<file path="src/rtl/ps2_key_decoder.sv">
// PS/2 keyboard receiver: synchronises the raw line, deserialises 11-bit frames and turns
// set-2 scan codes for the arrow keys and 's' into one-cycle pulses for the game control FSM.
module ps2_key_decoder #(
  parameter int unsigned TIMEOUT_CYCLES = 50000
) (
  input  logic       clock,
  input  logic       resetn,
  input  logic       ps2_clk,
  input  logic       ps2_dat,
  output logic [1:0] direction,
  output logic       dir_valid,
  output logic       start_key,
  output logic       frame_err,
  output logic [7:0] scan_code,
  output logic [4:0] keys_held
);

  localparam int unsigned ToW = (TIMEOUT_CYCLES > 2) ? $clog2(TIMEOUT_CYCLES) : 1;
  // The counter fires on the clock edge that would take it to TIMEOUT_CYCLES-1.
  localparam logic [ToW-1:0] ToLast = ToW'(TIMEOUT_CYCLES - 2);

  localparam int unsigned KeyS = 4;

  typedef enum logic {StIdle, StRecv} state_e;

  logic           r_clk_s1, r_clk_s2, r_clk_prev;
  logic           r_dat_s1, r_dat_s2;
  state_e         r_state, w_state_d;
  logic [3:0]     r_bitcnt, w_bitcnt_d;
  logic [7:0]     r_shift, w_shift_d;
  logic           r_par, w_par_d;
  logic [ToW-1:0] r_to_cnt, w_to_cnt_d;
  logic           r_byte_valid, w_byte_valid_d;
  logic           r_frame_err, w_frame_err_d;
  logic [7:0]     r_scan_code, w_scan_code_d;

  logic           r_ext, w_ext_d;
  logic           r_brk, w_brk_d;
  logic [4:0]     r_held, w_held_d;
  logic [1:0]     r_direction, w_direction_d;
  logic           r_dir_valid, w_dir_valid_d;
  logic           r_start_key, w_start_key_d;

  logic           w_fall;
  logic           w_key_hit;
  logic [2:0]     w_key_idx;

  assign w_fall = r_clk_prev & ~r_clk_s2;

  // Frame receiver
  always_comb begin
    w_state_d      = r_state;
    w_bitcnt_d     = r_bitcnt;
    w_shift_d      = r_shift;
    w_par_d        = r_par;
    w_to_cnt_d     = r_to_cnt;
    w_byte_valid_d = 1'b0;
    w_frame_err_d  = 1'b0;
    w_scan_code_d  = r_scan_code;
    case (r_state)
      StIdle: begin
        w_to_cnt_d = '0;
        if (w_fall && !r_dat_s2) begin
          w_state_d  = StRecv;
          w_bitcnt_d = 4'd0;
          w_par_d    = 1'b0;
        end
      end
      StRecv: begin
        if (w_fall) begin
          w_to_cnt_d = '0;
          if (r_bitcnt == 4'd9) begin
            w_state_d = StIdle;
            // r_par is the XOR of data+parity: 1 means an odd count of ones
            if (r_par && r_dat_s2) begin
              w_byte_valid_d = 1'b1;
              w_scan_code_d  = r_shift;
            end else begin
              w_frame_err_d = 1'b1;
            end
          end else begin
            w_par_d    = r_par ^ r_dat_s2;
            w_bitcnt_d = r_bitcnt + 4'd1;
            if (r_bitcnt < 4'd8) begin
              w_shift_d = {r_dat_s2, r_shift[7:1]};
            end
          end
        end else if (r_to_cnt == ToLast) begin
          w_frame_err_d = 1'b1;
          w_state_d     = StIdle;
          w_to_cnt_d    = '0;
        end else begin
          w_to_cnt_d = r_to_cnt + 1'b1;
        end
      end
      default: w_state_d = StIdle;
    endcase
  end

  // Key index matches the direction encoding for arrows; 's' sits above them.
  always_comb begin
    w_key_hit = 1'b1;
    w_key_idx = 3'd0;
    case ({r_ext, r_scan_code})
      9'h175:  w_key_idx = 3'd0;
      9'h172:  w_key_idx = 3'd1;
      9'h16B:  w_key_idx = 3'd2;
      9'h174:  w_key_idx = 3'd3;
      9'h01B:  w_key_idx = 3'(KeyS);
      default: w_key_hit = 1'b0;
    endcase
  end

  always_comb begin
    w_ext_d       = r_ext;
    w_brk_d       = r_brk;
    w_held_d      = r_held;
    w_direction_d = r_direction;
    w_dir_valid_d = 1'b0;
    w_start_key_d = 1'b0;
    if (r_frame_err) begin
      w_ext_d = 1'b0;
      w_brk_d = 1'b0;
    end else if (r_byte_valid) begin
      if (r_scan_code == 8'hE0) begin
        w_ext_d = 1'b1;
      end else if (r_scan_code == 8'hF0) begin
        w_brk_d = 1'b1;
      end else begin
        w_ext_d = 1'b0;
        w_brk_d = 1'b0;
        if (w_key_hit) begin
          if (r_brk) begin
            w_held_d[w_key_idx] = 1'b0;
          end else if (!r_held[w_key_idx]) begin
            w_held_d[w_key_idx] = 1'b1;
            if (w_key_idx == 3'(KeyS)) begin
              w_start_key_d = 1'b1;
            end else begin
              w_dir_valid_d = 1'b1;
              w_direction_d = w_key_idx[1:0];
            end
          end
        end
      end
    end
  end

  always_ff @(posedge clock) begin
    if (!resetn) begin
      r_clk_s1     <= 1'b1;
      r_clk_s2     <= 1'b1;
      r_clk_prev   <= 1'b1;
      r_dat_s1     <= 1'b1;
      r_dat_s2     <= 1'b1;
      r_state      <= StIdle;
      r_bitcnt     <= 4'd0;
      r_shift      <= 8'h00;
      r_par        <= 1'b0;
      r_to_cnt     <= '0;
      r_byte_valid <= 1'b0;
      r_frame_err  <= 1'b0;
      r_scan_code  <= 8'h00;
      r_ext        <= 1'b0;
      r_brk        <= 1'b0;
      r_held       <= 5'b0;
      r_direction  <= 2'b00;
      r_dir_valid  <= 1'b0;
      r_start_key  <= 1'b0;
    end else begin
      r_clk_s1     <= ps2_clk;
      r_clk_s2     <= r_clk_s1;
      r_clk_prev   <= r_clk_s2;
      r_dat_s1     <= ps2_dat;
      r_dat_s2     <= r_dat_s1;
      r_state      <= w_state_d;
      r_bitcnt     <= w_bitcnt_d;
      r_shift      <= w_shift_d;
      r_par        <= w_par_d;
      r_to_cnt     <= w_to_cnt_d;
      r_byte_valid <= w_byte_valid_d;
      r_frame_err  <= w_frame_err_d;
      r_scan_code  <= w_scan_code_d;
      r_ext        <= w_ext_d;
      r_brk        <= w_brk_d;
      r_held       <= w_held_d;
      r_direction  <= w_direction_d;
      r_dir_valid  <= w_dir_valid_d;
      r_start_key  <= w_start_key_d;
    end
  end

  assign direction = r_direction;
  assign dir_valid = r_dir_valid;
  assign start_key = r_start_key;
  assign frame_err = r_frame_err;
  assign scan_code = r_scan_code;
  assign keys_held = r_held;

endmodule
</file>
<file path="config.mk">
export PLATFORM = sky130hd
export DESIGN_NAME = ps2_key_decoder
export DESIGN_NICKNAME = d
export VERILOG_FILES = /design/src/rtl/ps2_key_decoder.sv
export SDC_FILE = /design/constraint.sdc
export NUM_CORES = 1
export LEC_CHECK = 0
export ABC_CLOCK_PERIOD_IN_PS = 1500
export BUFFER_PORTS_ARGS = -buffer_cell sky130_fd_sc_hd__buf_2
export CAP_MARGIN = 5
export CORE_MARGIN = 3
export CORE_UTILIZATION = 25
export DETAILED_ROUTE_END_ITERATION = 7
export PLACE_DENSITY = 0.48
export SETUP_SLACK_MARGIN = 0.2
export SLEW_MARGIN = 10
export SYNTH_ARGS = -nofsm -noshare
export SYNTH_HDL_FRONTEND = slang
export SYNTH_SLANG_ARGS = --single-unit
export TNS_END_PERCENT = 50
</file>
<file path="constraint.sdc">
create_clock -name clock -period 1.5 [get_ports clock]
set_input_delay 0.15 -clock clock [delete_from_list [all_inputs] [get_ports clock]]
set_output_delay 0.15 -clock clock [all_outputs]
set_load 0.01 [all_outputs]
</file>
# Word level (Yosys, flattened, before mapping)

Index checks and enable logic that the tools add are counted.

Register bits after elaboration: 56
Input port bits: 4
Output and inout port bits: 18
Logic and storage cells: 106

$add $sub $neg: 2
Magnitude comparators: 3
Equality and inequality tests: 15
Mux-type cells: 34
Bitwise logic cells: 17
Reductions and logical operators: 16

Operator list:

| cell                                                                  | number |
|---|---|
| 9-bit equality test, second input constant                            | 4 |
| 16-bit 2-to-1 mux                                                     | 2 |
| 16-bit case mux with 2 select lines                                   | 1 |
| 1-bit 2-to-1 mux                                                      | 20 |
| 16-bit by 1-bit adder with 16-bit output, second input constant       | 1 |
| 16-bit equality test, second input constant                           | 1 |
| 8-bit equality test, second input constant                            | 2 |
| 4-bit 2-to-1 mux                                                      | 3 |
| 1-bit inverter                                                        | 12 |
| 3-bit case mux with 4 select lines                                    | 1 |
| 4-bit AND reduction                                                   | 3 |
| 5-bit 2-to-1 mux                                                      | 2 |
| 9-bit by 5-bit equality test with 1-bit output, second input constant | 1 |
| 2-bit != test, second input constant                                  | 4 |
| 4-bit case mux with 2 select lines                                    | 1 |
| 8-bit AND reduction                                                   | 1 |
| 8-bit OR reduction                                                    | 1 |
| 2-bit AND reduction                                                   | 3 |
| 6-bit AND reduction                                                   | 1 |
| 5-bit AND                                                             | 1 |
| 5-bit inverter                                                        | 1 |
| 5-bit OR                                                              | 1 |
| 5-bit OR reduction                                                    | 1 |
| 4-bit by 1-bit adder with 4-bit output, second input constant         | 1 |
| 15 further kinds                                                      | 18 |

# Depth between registers and ports, before layout

Gate-level depths: netlist of run 1.

Word-level depth: 9
Depth in mapped cells: 8
Gate-level depth less buffers: 7

# Worst setup path before layout of run 1

No wires, ideal clock.

Path kind: reg-to-reg
From: reg r_scan_code[6] (netlist: scan_code[6])
To: reg r_dir_valid (netlist: dir_valid)
Setup time: 59 ps
Arrival: 1719 ps
Required time: 1441 ps
Setup slack: -278 ps
Cell stages (with the launch flop): 6
Buffers on the path: 0
Clock period less this slack: 1778 ps
Cells stage by stage: dfxtp_1 nor4bb_4 o211ai_4 a31o_4 nor4b_2 and2_1

Word-level cells in the longest chain between the ends: 5
Elaborated cells on any way between the ends: 16
Those cells by class: eq/ne (8); mux (5); bitwise (1); reduce/logical (2)

RTL lines:

| what                                                                                  | RTL line | source |
|---|---|---|
| from (decl)                                                                           | 35       | `logic [7:0] r_scan_code, w_scan_code_d;` |
| from (signal assigned)                                                                | 183      | `r_scan_code <= w_scan_code_d;` |
| 9-bit by 5-bit equality test with 1-bit output or 9-bit equality test (tied branches) | 104      | `case ({r_ext, r_scan_code})` |
| 3-bit case mux with 4 select lines or 5-bit OR reduction (tied branches)              | n/a      |  |
| 1-bit binary-select mux with 3-bit select or 1-bit 2-to-1 mux (tied branches)         | 135, 104 |  |
| 1-bit 2-to-1 mux (not written as such) or 1-bit inverter (tied branches)              | n/a      |  |
| 8-bit OR reduction (no source line)                                                   | n/a      |  |
| to (signal assigned)                                                                  | 188      | `r_dir_valid <= w_dir_valid_d;` |
| to (decl)                                                                             | 41       | `logic r_dir_valid, w_dir_valid_d;` |

Several ways; a longest one is shown, not always the timed one. The select of a mux whose other input is x is not followed.
A chain may end at the register's enable or synchronous reset.

# Final worst setup path of run 1

From: reg r_scan_code[6] (netlist: scan_code[6])
To: reg r_direction[1] (netlist: direction[1])

Word-level cells in the longest chain between the ends: 6
Elaborated cells on any way between the ends: 18
Those cells by class: eq/ne (8); mux (4); bitwise (4); reduce/logical (2)

RTL lines:

| what                                                                                  | RTL line | source |
|---|---|---|
| 9-bit by 5-bit equality test with 1-bit output or 9-bit equality test (tied branches) | 104      |  |
| 3-bit case mux with 4 select lines                                                    | 104      |  |
| 1-bit binary-select mux with 3-bit select                                             | 135      | `end else if (!r_held[w_key_idx]) begin` |
| 1-bit 2-to-1 mux (not written as such)                                                | 135      |  |
| 1-bit inverter (no source line)                                                       | n/a      |  |
| 8-bit AND reduction (no source line)                                                  | n/a      |  |
| to (signal assigned)                                                                  | 187      | `r_direction <= w_direction_d;` |
| to (decl)                                                                             | 40       | `logic [1:0] r_direction, w_direction_d;` |

Several ways; a longest one is shown, not always the timed one. The select of a mux whose other input is x is not followed.

==> run metrics, run 1 <==
cell type of the slowest stage on the worst timing path=sky130_fd_sc_hd__dfxtp_2; site row count=35; residual antenna-violating net count after detailed routing=0; number of antenna violations at the first check in global routing=0; clock tree from TritonCTS=built; Synth Area per Inst=about 9 µm²; crit path DAT=1970 ps; Post-Synthesis Cell Area=around 2500 µm²; via count of the routed design=between 2,000 and 2,500; GPL Wtd Cong=between 0.8 and 0.9; Synth-to-Final Area Change=44.9%; status=finished with violations; buffer and inverter count on the worst path=1; Layout Nets=about 360; Setup WS post-layout=-224 ps; half-perimeter wire length after placement=4120 µm; final setup violating endpoints=9; Post-synth EDFFs=0; slew of the pin with the lowest slew margin=320 ps; wire length of the first global-routing pass=9830 µm; P per Cell Area=slightly below 700 nW/µm²; longest individual stage delay on the worst path=approximately 400 ps; CTS Buffer Depth=2; source-to-sink clock delay at the later pin of the worst-skew pair=310 ps; IR Drop Worst-Case VDD=between 0.4 and 0.5 mV; critical path data required time=about 1800 ps; count of yosys warnings during synthesis=0; CP Max Fanout=5; wire length after detailed routing=5800 µm; WL/cell=roughly 12 µm; Post-Synthesis Net Count=279; count of endpoints failing hold in the final timing report=0; fillcell total=993; Horiz. Die Dim=between 100 and 150 µm; total global routing track utilization=between 10% and 20%; Inserted Clock Buffers=5; via count of the first global-routing pass=approximately 2,100; 1st-pass router iterations=4; post-cts hold buffer count=0; final core utilization=37.9%; share of the cycle needed by the critical path after routing=115%; Pins Over Slew Limit=0; critical path startpoint category=flip-flop; synthesized instance count=between 200 and 300; total leakage power=around 1.3 nW; unrepaired setup endpoints after global routing=yes; worst hold path class=input port to flip-flop; clk sink count=56; share of final-layout standard cells stronger than drive strength 1=about 43%; num ports=22; Remaining Overflow, GRT=0; proportion of synthesized chip area in sequential cells=between 40% and 50%; number of DRC violations after detailed-routing iteration 0=77; series of cell instances along the critical path=nor4bb_4, buf_4, a311o_1, and3b_1, nand3_1, mux2i_1; remaining max-slew budget at the tightest pin=between 70% and 80%; number of different library cells in the post-synthesis netlist=44; Max Cap Violations=0; element type at the critical path end=flip-flop; maximum clock frequency=580 MHz; Diodes inserted=0; die footprint=roughly 11,000 µm²; number of port buffers=21; initial core utilization=about a quarter; number of flip-flops and latches in the synthesized netlist=between 50 and 60; DRC=0; worst setup path category=flip-flop to flip-flop; maximum number of pins on one net before global-route repair=24; commonest register cell after synthesis=sky130_fd_sc_hd__dfxtp_1; Sum Neg Setup Slack=-1660 ps; post-layout min period=about 1700 ps; violations in the final reports=negative setup slack; share of flip-flops with an asynchronous set or reset after synthesis=0%; CTS Root Cell=sky130_fd_sc_hd__clkbuf_8; CP top delay family=simple AND/OR/NAND/NOR gates; DR vias/cell=~4.5; area of the core=~9400 µm²; setup skew after layout=14.5 ps; H-Tree Depth=2; Clock Pin Slew Worst Setup and Hold Paths=110 ps; Chip Height=between 100 and 150 µm
-- path summary, 6_finish.rpt --
path                              startpoint      endpoint  slack (ps)  cells past startpoint
worst max-delay path            scan_code[6]  direction[1]        -220                      6
worst min-delay path                 ps2_dat      r_dat_s1          10                      2
worst max register to register  scan_code[6]  direction[1]        -220                      6
worst min register to register      r_clk_s1      r_clk_s2         420                      1
-- cells in the mapped netlist (2+ instances only) --
master	number	area share [%]
sky130_fd_sc_hd__o31ai_1	3	0.92
sky130_fd_sc_hd__or3_1	4	1.0
sky130_fd_sc_hd__nor4b_1	2	0.71
sky130_fd_sc_hd__nor3_1	4	0.82
sky130_fd_sc_hd__xor2_1	9	3.2
sky130_fd_sc_hd__xnor2_1	7	2.5
sky130_fd_sc_hd__nor2_1	38	5.8
sky130_fd_sc_hd__dfxtp_1	56	46
sky130_fd_sc_hd__clkbuf_1	7	1.1
sky130_fd_sc_hd__and2_1	2	0.51
sky130_fd_sc_hd__a21oi_1	12	2.5
sky130_fd_sc_hd__and3_1	6	1.5
sky130_fd_sc_hd__inv_1	9	1.4
sky130_fd_sc_hd__nor4b_2	2	1.2
sky130_fd_sc_hd__nand2b_1	8	2.0
sky130_fd_sc_hd__and3b_1	3	1.1
sky130_fd_sc_hd__ha_1	5	2.6
sky130_fd_sc_hd__o21ai_0	11	2.2
sky130_fd_sc_hd__nor2b_1	3	0.77
sky130_fd_sc_hd__o211ai_1	5	1.5
sky130_fd_sc_hd__a31oi_1	2	0.51
sky130_fd_sc_hd__nand2_1	20	3.1
sky130_fd_sc_hd__nand4_1	9	2.3
sky130_fd_sc_hd__mux2i_1	10	4.1
sky130_fd_sc_hd__nand3_1	14	2.9
-- timing repair --
| action | in CTS | in global routing |
|---|---|---|
| pin swaps | 39 | 32 |
| gates cloned | 0 | 1 |
| gates resized for setup | 35 | 36 |
| setup endpoints to repair | 51 | 51 |
| setup buffers | 8 | 2 |
-- metrics by stage --
stage	std cells	area [µm²]	worst slack (ps)	hold slack, ps	power (W)
after global placement	457	3070	-153	335	0.00157
after global routing	476	3550	-340	8.70	0.00255
final	476	3550	-224	14.4	0.00243
after CTS	473	3370	-203	1.50	0.00249
after detailed placement	457	3070	-191	336	0.00157
after floorplan	270	2500	-130	251	0.00155
-- report_power, final --
part,switching [W],internal [W]
Sequential,0.00000387,0.00148
Combinational,0.0000313,0.0000156
Clock,0.000508,0.000388
Total,0.000543,0.00189
-- cell usage in the layout, fill, tap and decap left out, drive strengths merged, types with 2 or more instances in the layout --
cell type / count
xnor2: 7
o31ai: 3
and2: 2
nand3: 14
mux2i: 10
xor2: 9
nor3: 4
and3b: 3
o21ai: 11
nor2: 38
clkbuf: 7
buf: 76
a31o: 2
a21oi: 12
nor2b: 3
inv: 11
ha: 5
nand2b: 8
nor4b: 4
and3: 6
o211ai: 6
nand4: 9
dfxtp: 56
or3: 4
nand2: 20
a31oi: 2
-- worst register-to-register path, cell delays in order, from the launching register on --
cell,delay (ps)
sky130_fd_sc_hd__dfxtp_2,390
sky130_fd_sc_hd__nor4bb_4,300
sky130_fd_sc_hd__buf_4,190
sky130_fd_sc_hd__a311o_1,260
sky130_fd_sc_hd__and3b_1,220
sky130_fd_sc_hd__nand3_1,120
sky130_fd_sc_hd__mux2i_1,180
-- area by class of cell --
class	instances	area (µm²)	share of cell area [%]
clock buffer	6	82.6	2.33
tap	129	161	4.55
timing repair buffer	77	578	16.3
inverter	9	36.3	1.02
multi-input combinational	197	1530	43.0
clock inverter	2	17.5	0.493
sequential	56	1150	32.4
-- cells by family (layout without fill, tap and decap cells) --
| kind of cell | Yosys count | in the layout | synth area share, % |
|---|---|---|---|
| adders and majority gates | 5 | 5 | 2.55 |
| muxes | 10 | 10 | 4.08 |
| buffers and inverters | 17 | 94 | 2.65 |
| and+or+nand+nor | 122 | 122 | 26.9 |
| AOI/OAI and AO/OA | 44 | 44 | 12.4 |
| DFF | 56 | 56 | 45.7 |
| xor gates and xnor gates | 16 | 16 | 5.72 |
-- sequential cells by signal (all words and copies together), names as in the netlist, named ones only --
signal	flops
dir_valid	1
direction	2
frame_err	1
r_bitcnt	4
r_brk	1
r_byte_valid	1
r_clk_prev	1
r_clk_s1	1
r_clk_s2	1
r_dat_s1	1
r_dat_s2	1
r_ext	1
r_par	1
r_shift	8
r_state	1
r_to_cnt	16
scan_code	8
start_key	1
-- routing by layer --
layer / vias up / GRT usage [%] / part of all wire, %
met5: - / 0 / 0
met3: 6 / 2.72 / 3.9
met2: 36 / 18.6 / 48
met1: 984 / 13.3 / 47
li1: 1111 / - / -
met4: 0 / 2.91 / 0.95
No activity file was read; power rests on OpenSTA's default activity.
==> inputs of run 2 (changes only) <==
--- a/config.mk
+++ b/config.mk
@@ -9,9 +9,9 @@
 export BUFFER_PORTS_ARGS = -buffer_cell sky130_fd_sc_hd__buf_2
 export CAP_MARGIN = 5
 export CORE_MARGIN = 3
-export CORE_UTILIZATION = 25
+export CORE_UTILIZATION = 52
 export DETAILED_ROUTE_END_ITERATION = 7
-export PLACE_DENSITY = 0.48
+export PLACE_DENSITY = 0.8
 export SETUP_SLACK_MARGIN = 0.2
 export SLEW_MARGIN = 10
 export SYNTH_ARGS = -nofsm -noshare
==> run 2 against run 1 <==
- the flow still finishes with violations (negative setup slack)
- design area shrank 2.0%
- sequential share of layout area increased by 0.51 points
- register-to-register slack got worse by 120 ps
- die area shrank 49%
- total power fell by 1.9%
- first-iteration DRC count rose to 3.5 times the previous value
- critical path type unchanged
==> run metrics, run 2 (synthesized netlist as in run 1, its figures left out) <==
status=finished with violations; violations in the final reports=negative setup slack; share of final-layout standard cells stronger than drive strength 1=41.7%; maximum clock frequency=542 MHz; clk sink count=56; Register-to-Register Setup Slack=-350 ps; CP top delay family=compound AO/OA/AOI/OAI gates; CTS Root Cell=sky130_fd_sc_hd__clkbuf_8; Diodes inserted=0; H-Tree Depth=2; site row count=24; Layout Nets=between 300 and 400; 1st-pass router iterations=5; P per Cell Area=685 nW/µm²; setup skew after layout=12.1 ps; clock tree from TritonCTS=built; commonest non-fill, non-tap cell in the layout=sky130_fd_sc_hd__dfxtp_1; capture point of the worst reg-to-reg path=direction[0]; DR vias/cell=around 6.4; worst setup path category=flip-flop to flip-flop; post-route cell area=about 3500 µm²; dpl cell area=2940 µm²; area of the core=between 4000 and 5000 µm²; via count of the routed design=roughly 2,600; remaining max-slew budget at the tightest pin=about three quarters; Clock Pin Slew Worst Setup and Hold Paths=approximately 100 ps; DRC=0; Chip Height=74.7 µm; depth of the worst register-to-register path=8; CTS Buffer Depth=2; wire length after detailed routing=about 8000 µm; series of cell instances along the critical path=buf_12, buf_6, and4b_1, buf_4, a22oi_2, o221a_2, nand3_2, o31ai_1; worst flop-to-flop path startpoint=scan_code[6]; final core utilization=78.3%; Remaining Overflow, GRT=0; DP Worst Slack=-209 ps; total global routing track utilization=25.6%; Pins Over Slew Limit=0; residual antenna-violating net count after detailed routing=0; Worst setup endpoint=direction[0]; Synth-to-Final Area Change=42.0%; critical path data required time=approximately 1700 ps; post-layout min period=approximately 1800 ps; wire length of the first global-routing pass=10,800 µm; share of the cycle needed by the critical path after routing=123%; critical path startpoint category=flip-flop; final setup violating endpoints=28; most flop-heavy register=r_to_cnt; cell count along the critical path=8; unrepaired setup endpoints after global routing=yes; number of port buffers=21; initial core utilization=about 55%; num ports=22; worst hold path class=input port to flip-flop; leading cell types in the layout, fill and taps excluded=sky130_fd_sc_hd__dfxtp_1 (43), sky130_fd_sc_hd__buf_4 (41), sky130_fd_sc_hd__nor2_1 (25); slew of the pin with the lowest slew margin=between 300 and 400 ps; WL/cell=20.5 µm; beginning of the critical path=scan_code[6]; cell type of the slowest stage on the worst timing path=sky130_fd_sc_hd__dfxtp_4; longest individual stage delay on the worst path=between 300 and 400 ps; die footprint=between 5000 and 6000 µm²; Horiz. Die Dim=~75 µm; CP Max Fanout=3; number of DRC violations after detailed-routing iteration 0=between 200 and 300; maximum number of pins on one net before global-route repair=24; Setup WS post-layout=-346 ps; source-to-sink clock delay at the later pin of the worst-skew pair=320 ps; crit path DAT=2090 ps; Inserted Clock Buffers=5; Max Cap Violations=0; IR Drop Worst-Case VDD=0.425 mV; count of endpoints failing hold in the final timing report=0; flip-flop count of the largest register, all copies and words added=16; half-perimeter wire length after placement=3990 µm; Hold Worst Slack=roughly 10 ps; buffer and inverter count on the worst path=3; GPL Wtd Cong=0.888; number of antenna violations at the first check in global routing=0; element type at the critical path end=flip-flop; via count of the first global-routing pass=2,306; total leakage power=around 1.3 nW
## run 2: area by class of cell
| class | count | area, µm² |
|---|---|---|
| Tap cell | 52 | 65.1 |
| Timing Repair Buffer | 75 | 624 |
| Clock inverter | 3 | 21.3 |
| Multi-Input combinational cell | 197 | 1520 |
| Inverter | 9 | 33.8 |
| Fill cell | 233 | 963 |
| Sequential cell | 56 | 1140 |
| Clock buffer | 5 | 68.8 |
## run 2: per-stage QoR
step,cells,power (W),TNS [ps]
floorplan,270,0.00155,-640
global placement,374,0.00156,-757
detailed placement,374,0.00157,-1030
CTS,393,0.00239,-1410
global route,397,0.00245,-6270
finish,397,0.00238,-4510
## run 2: report_power, final
group	switching, W	total (W)	internal (W)
Sequential	0.00000385	0.00149	0.00149
Clock	0.000509	0.000844	0.000335
Combinational	0.0000355	0.0000505	0.0000149
Total	0.000548	0.00238	0.00184
## run 2: routing by layer
layer	share of wire [%]	GRT usage [%]	wire [µm]	vias up
met4	7.2	15.8	588	0
met5	0	0	0	-
li1	-	-	-	1099
met1	38	30.7	3080	1201
met2	47	40.7	3820	184
met3	8.2	7.21	668	69
## run 2: worst min path at each step
| stage | slack, ps | start | to | depth (start not counted) |
|---|---|---|---|---|
| finish | 10 | ps2_clk | r_clk_s1 | 2 |
| global route | 20 | ps2_dat | r_dat_s1 | 2 |
| CTS | 7 | ps2_clk | r_clk_s1 | 2 |
| detailed placement | 330 | ps2_clk | r_clk_s1 | 2 |
| global placement | 330 | ps2_dat | r_dat_s1 | 2 |
| floorplan | 250 | ps2_clk | r_clk_s1 | 1 |
## run 2: worst register-to-register path: stages, from the launching register on
cell	delay, ps
sky130_fd_sc_hd__dfxtp_4	370
sky130_fd_sc_hd__buf_12	130
sky130_fd_sc_hd__buf_6	110
sky130_fd_sc_hd__and4b_1	200
sky130_fd_sc_hd__buf_4	140
sky130_fd_sc_hd__a22oi_2	230
sky130_fd_sc_hd__o221a_2	270
sky130_fd_sc_hd__nand3_2	100
sky130_fd_sc_hd__o31ai_1	220
## run 2: timing repair
action,in CTS,in global routing
endpoints found under the setup margin,49,51
hold buffers,0,0
cloned,2,0
pin swaps,22,17
gates resized for setup,41,33
buffers inserted,9,4
==> inputs of run 3 (changes only) <==
--- a/config.mk
+++ b/config.mk
@@ -9,9 +9,10 @@
 export BUFFER_PORTS_ARGS = -buffer_cell sky130_fd_sc_hd__buf_2
 export CAP_MARGIN = 5
 export CORE_MARGIN = 3
-export CORE_UTILIZATION = 52
+export CORE_UTILIZATION = 45
+export CTS_CLUSTER_SIZE = 8
 export DETAILED_ROUTE_END_ITERATION = 7
-export PLACE_DENSITY = 0.8
+export PLACE_DENSITY = 0.72
 export SETUP_SLACK_MARGIN = 0.2
 export SLEW_MARGIN = 10
 export SYNTH_ARGS = -nofsm -noshare
==> run 3 against run 2 <==
- the flow still finishes with violations (negative setup slack)
- sequential power is essentially flat
- hold slack gained 0.92 ps
- clock power grew 2%
- sequential cell count is the same
- combinational power is essentially flat
- largest cell class unchanged
- wire length shrank 15%
- highest routed layer unchanged
- first-iteration DRC count shrank 61%
- largest power group unchanged
- critical path depth shrank 2
- total power grew 0.72%
- clock skew shrank 1.9 ps
- design area grew 4.4%
==> run metrics, run 3 (synthesized netlist as in run 1, its figures left out) <==
Inserted Clock Buffers=5; source-to-sink clock delay at the later pin of the worst-skew pair=310 ps; H-Tree Depth=2; share of the cycle needed by the critical path after routing=118%; wire length of the first global-routing pass=10,100 µm; Setup WS post-layout=-263 ps; residual antenna-violating net count after detailed routing=0; count of endpoints failing hold in the final timing report=0; total leakage power=1.37 nW; P per Cell Area=661 nW/µm²; clock tree from TritonCTS=built; half-perimeter wire length after placement=3710 µm; initial core utilization=47.4%; number of DRC violations after detailed-routing iteration 0=between 100 and 150; worst setup path category=flip-flop to flip-flop; leading cell types in the layout, fill and taps excluded=sky130_fd_sc_hd__dfxtp_1 (41), sky130_fd_sc_hd__buf_4 (36), sky130_fd_sc_hd__buf_2 (21); number of port buffers=21; Chip Height=around 80 µm; DR vias/cell=about 5.6; maximum number of pins on one net before global-route repair=24; element type at the critical path end=flip-flop; number of antenna violations at the first check in global routing=0; worst hold path class=input port to flip-flop; post-cts hold buffer count=0; Max Cap Violations=0; worst flop-to-flop path startpoint=scan_code[6]; maximum clock frequency=about 570 MHz; depth of the worst register-to-register path=6; GR Util met1=between 20% and 30%; area of the core=slightly above 5000 µm²; most congested layer reported by global routing=met2; crit path DAT=between 1500 and 2000 ps; status=finished with violations; total global routing track utilization=between 20% and 30%; Pins Over Slew Limit=0; post-layout min period=around 1800 ps; 1st-pass router iterations=4; met2 Resource Use GR=a little over a third; most flop-heavy register=r_to_cnt; site row count=26; beginning of the critical path=scan_code[6]; DRC=0; CTS Buffer Depth=2; DP Worst Slack=-181 ps; slew of the pin with the lowest slew margin=~370 ps; CTS Root Cell=sky130_fd_sc_hd__clkbuf_8; share of final-layout standard cells stronger than drive strength 1=between 50% and 60%; Clock Pin Slew Worst Setup and Hold Paths=about 100 ps; final setup violating endpoints=17; GPL Wtd Cong=about 0.95; total power=0.00240 W; num ports=22; global-route track usage on met3=3.72%; Synth-to-Final Area Change=48.3%; Register-to-Register Setup Slack=-260 ps; setup skew after layout=around 10 ps; Horiz. Die Dim=79.8 µm; unrepaired setup endpoints after global routing=yes; die footprint=between 6000 and 7000 µm²; critical path data required time=~1700 ps; remaining max-slew budget at the tightest pin=roughly three quarters; flip-flop count of the largest register, all copies and words added=16; Remaining Overflow, GRT=0; violations in the final reports=negative setup slack; wire length after detailed routing=just under 7000 µm; CP Max Fanout=7; via count of the first global-routing pass=about 2,200; WL/cell=17.0 µm; critical path startpoint category=flip-flop; IR Drop Worst-Case VDD=~0.44 mV; clk sink count=56; Diodes inserted=0; commonest non-fill, non-tap cell in the layout=sky130_fd_sc_hd__dfxtp_1; via count of the routed design=between 2,000 and 2,500; Layout Nets=346
==> run 3: changes by cell type in the layout (fill, tap and decap cells not counted), moves of 5 or more <==
cell / previous run / this run
sky130_fd_sc_hd__nand2_4: 0 / 5
sky130_fd_sc_hd__nor2_1: 25 / 18
sky130_fd_sc_hd__nor2_4: 9 / 16
sky130_fd_sc_hd__nand2_1: 19 / 10
sky130_fd_sc_hd__a21oi_2: 0 / 6
sky130_fd_sc_hd__buf_4: 41 / 36
sky130_fd_sc_hd__o21ai_2: 0 / 5
sky130_fd_sc_hd__a21oi_1: 12 / 6
==> run 3: worst min path at each step <==
stage | cells after the start | to | startpoint | slack (ps)
after global placement | 2 | r_dat_s1 | ps2_dat | 330
after global routing | 2 | r_clk_s1 | ps2_clk | 10
after floorplan | 1 | r_clk_s1 | ps2_clk | 250
after CTS | 2 | r_clk_s1 | ps2_clk | 10
final | 2 | r_clk_s1 | ps2_clk | 10
after detailed placement | 2 | r_dat_s1 | ps2_dat | 330
==> run 3: repair_timing <==
action / CTS / global route
setup buffers: 9 / 2
cloned: 1 / 0
pin swaps: 43 / 41
setup endpoints to repair: 49 / 51
resized for setup: 56 / 77
==> run 3: power by group <==
group	total, W	leakage (nW)	switching, W	internal [W]
Sequential	0.00149	0.461	0.00000436	0.00148
Clock	0.000864	0.0445	0.000487	0.000377
Combinational	0.0000507	0.866	0.0000358	0.0000149
Total	0.00240	1.37	0.000528	0.00187
==> run 3: final cells by class <==
cell class              count  area (µm²)
flip-flops and latches     56        1150
inverters                   9        33.8
well taps                  70        87.6
clock inverters             1        7.51
fillers                   349        1540
clock buffers               7        86.3
multi-input cells         197        1730
repair buffers             68         541
==> run 3: through the flow <==
step,utilization (%),instances,setup TNS [ps],cell area [µm²],hold WS (ps)
after floorplan,-,270,-640,2500,251
after global placement,56.7,388,-699,2930,329
after detailed placement,56.7,388,-997,2930,334
after CTS,65.0,406,-1190,3360,9.72
after global routing,70.3,408,-3460,3630,13.7
final,70.3,408,-1840,3630,10.9
==> run 3: routing by layer <==
| metal | vias to the layer above | part of all wire [%] |
|---|---|---|
| li1 | 1094 | - |
| met1 | 1112 | 41 |
| met2 | 60 | 52 |
| met3 | 13 | 4.5 |
| met4 | 0 | 2.2 |
| met5 | - | 0 |
==> run 3: critical path, cell delays in order (launching register included) <==
cell and delay (ps):
sky130_fd_sc_hd__dfxtp_4 370, sky130_fd_sc_hd__nor4bb_4 160, sky130_fd_sc_hd__buf_4 150, sky130_fd_sc_hd__a311o_1 310, sky130_fd_sc_hd__a31o_4 260, sky130_fd_sc_hd__o311ai_2 260
sky130_fd_sc_hd__o41ai_1 120
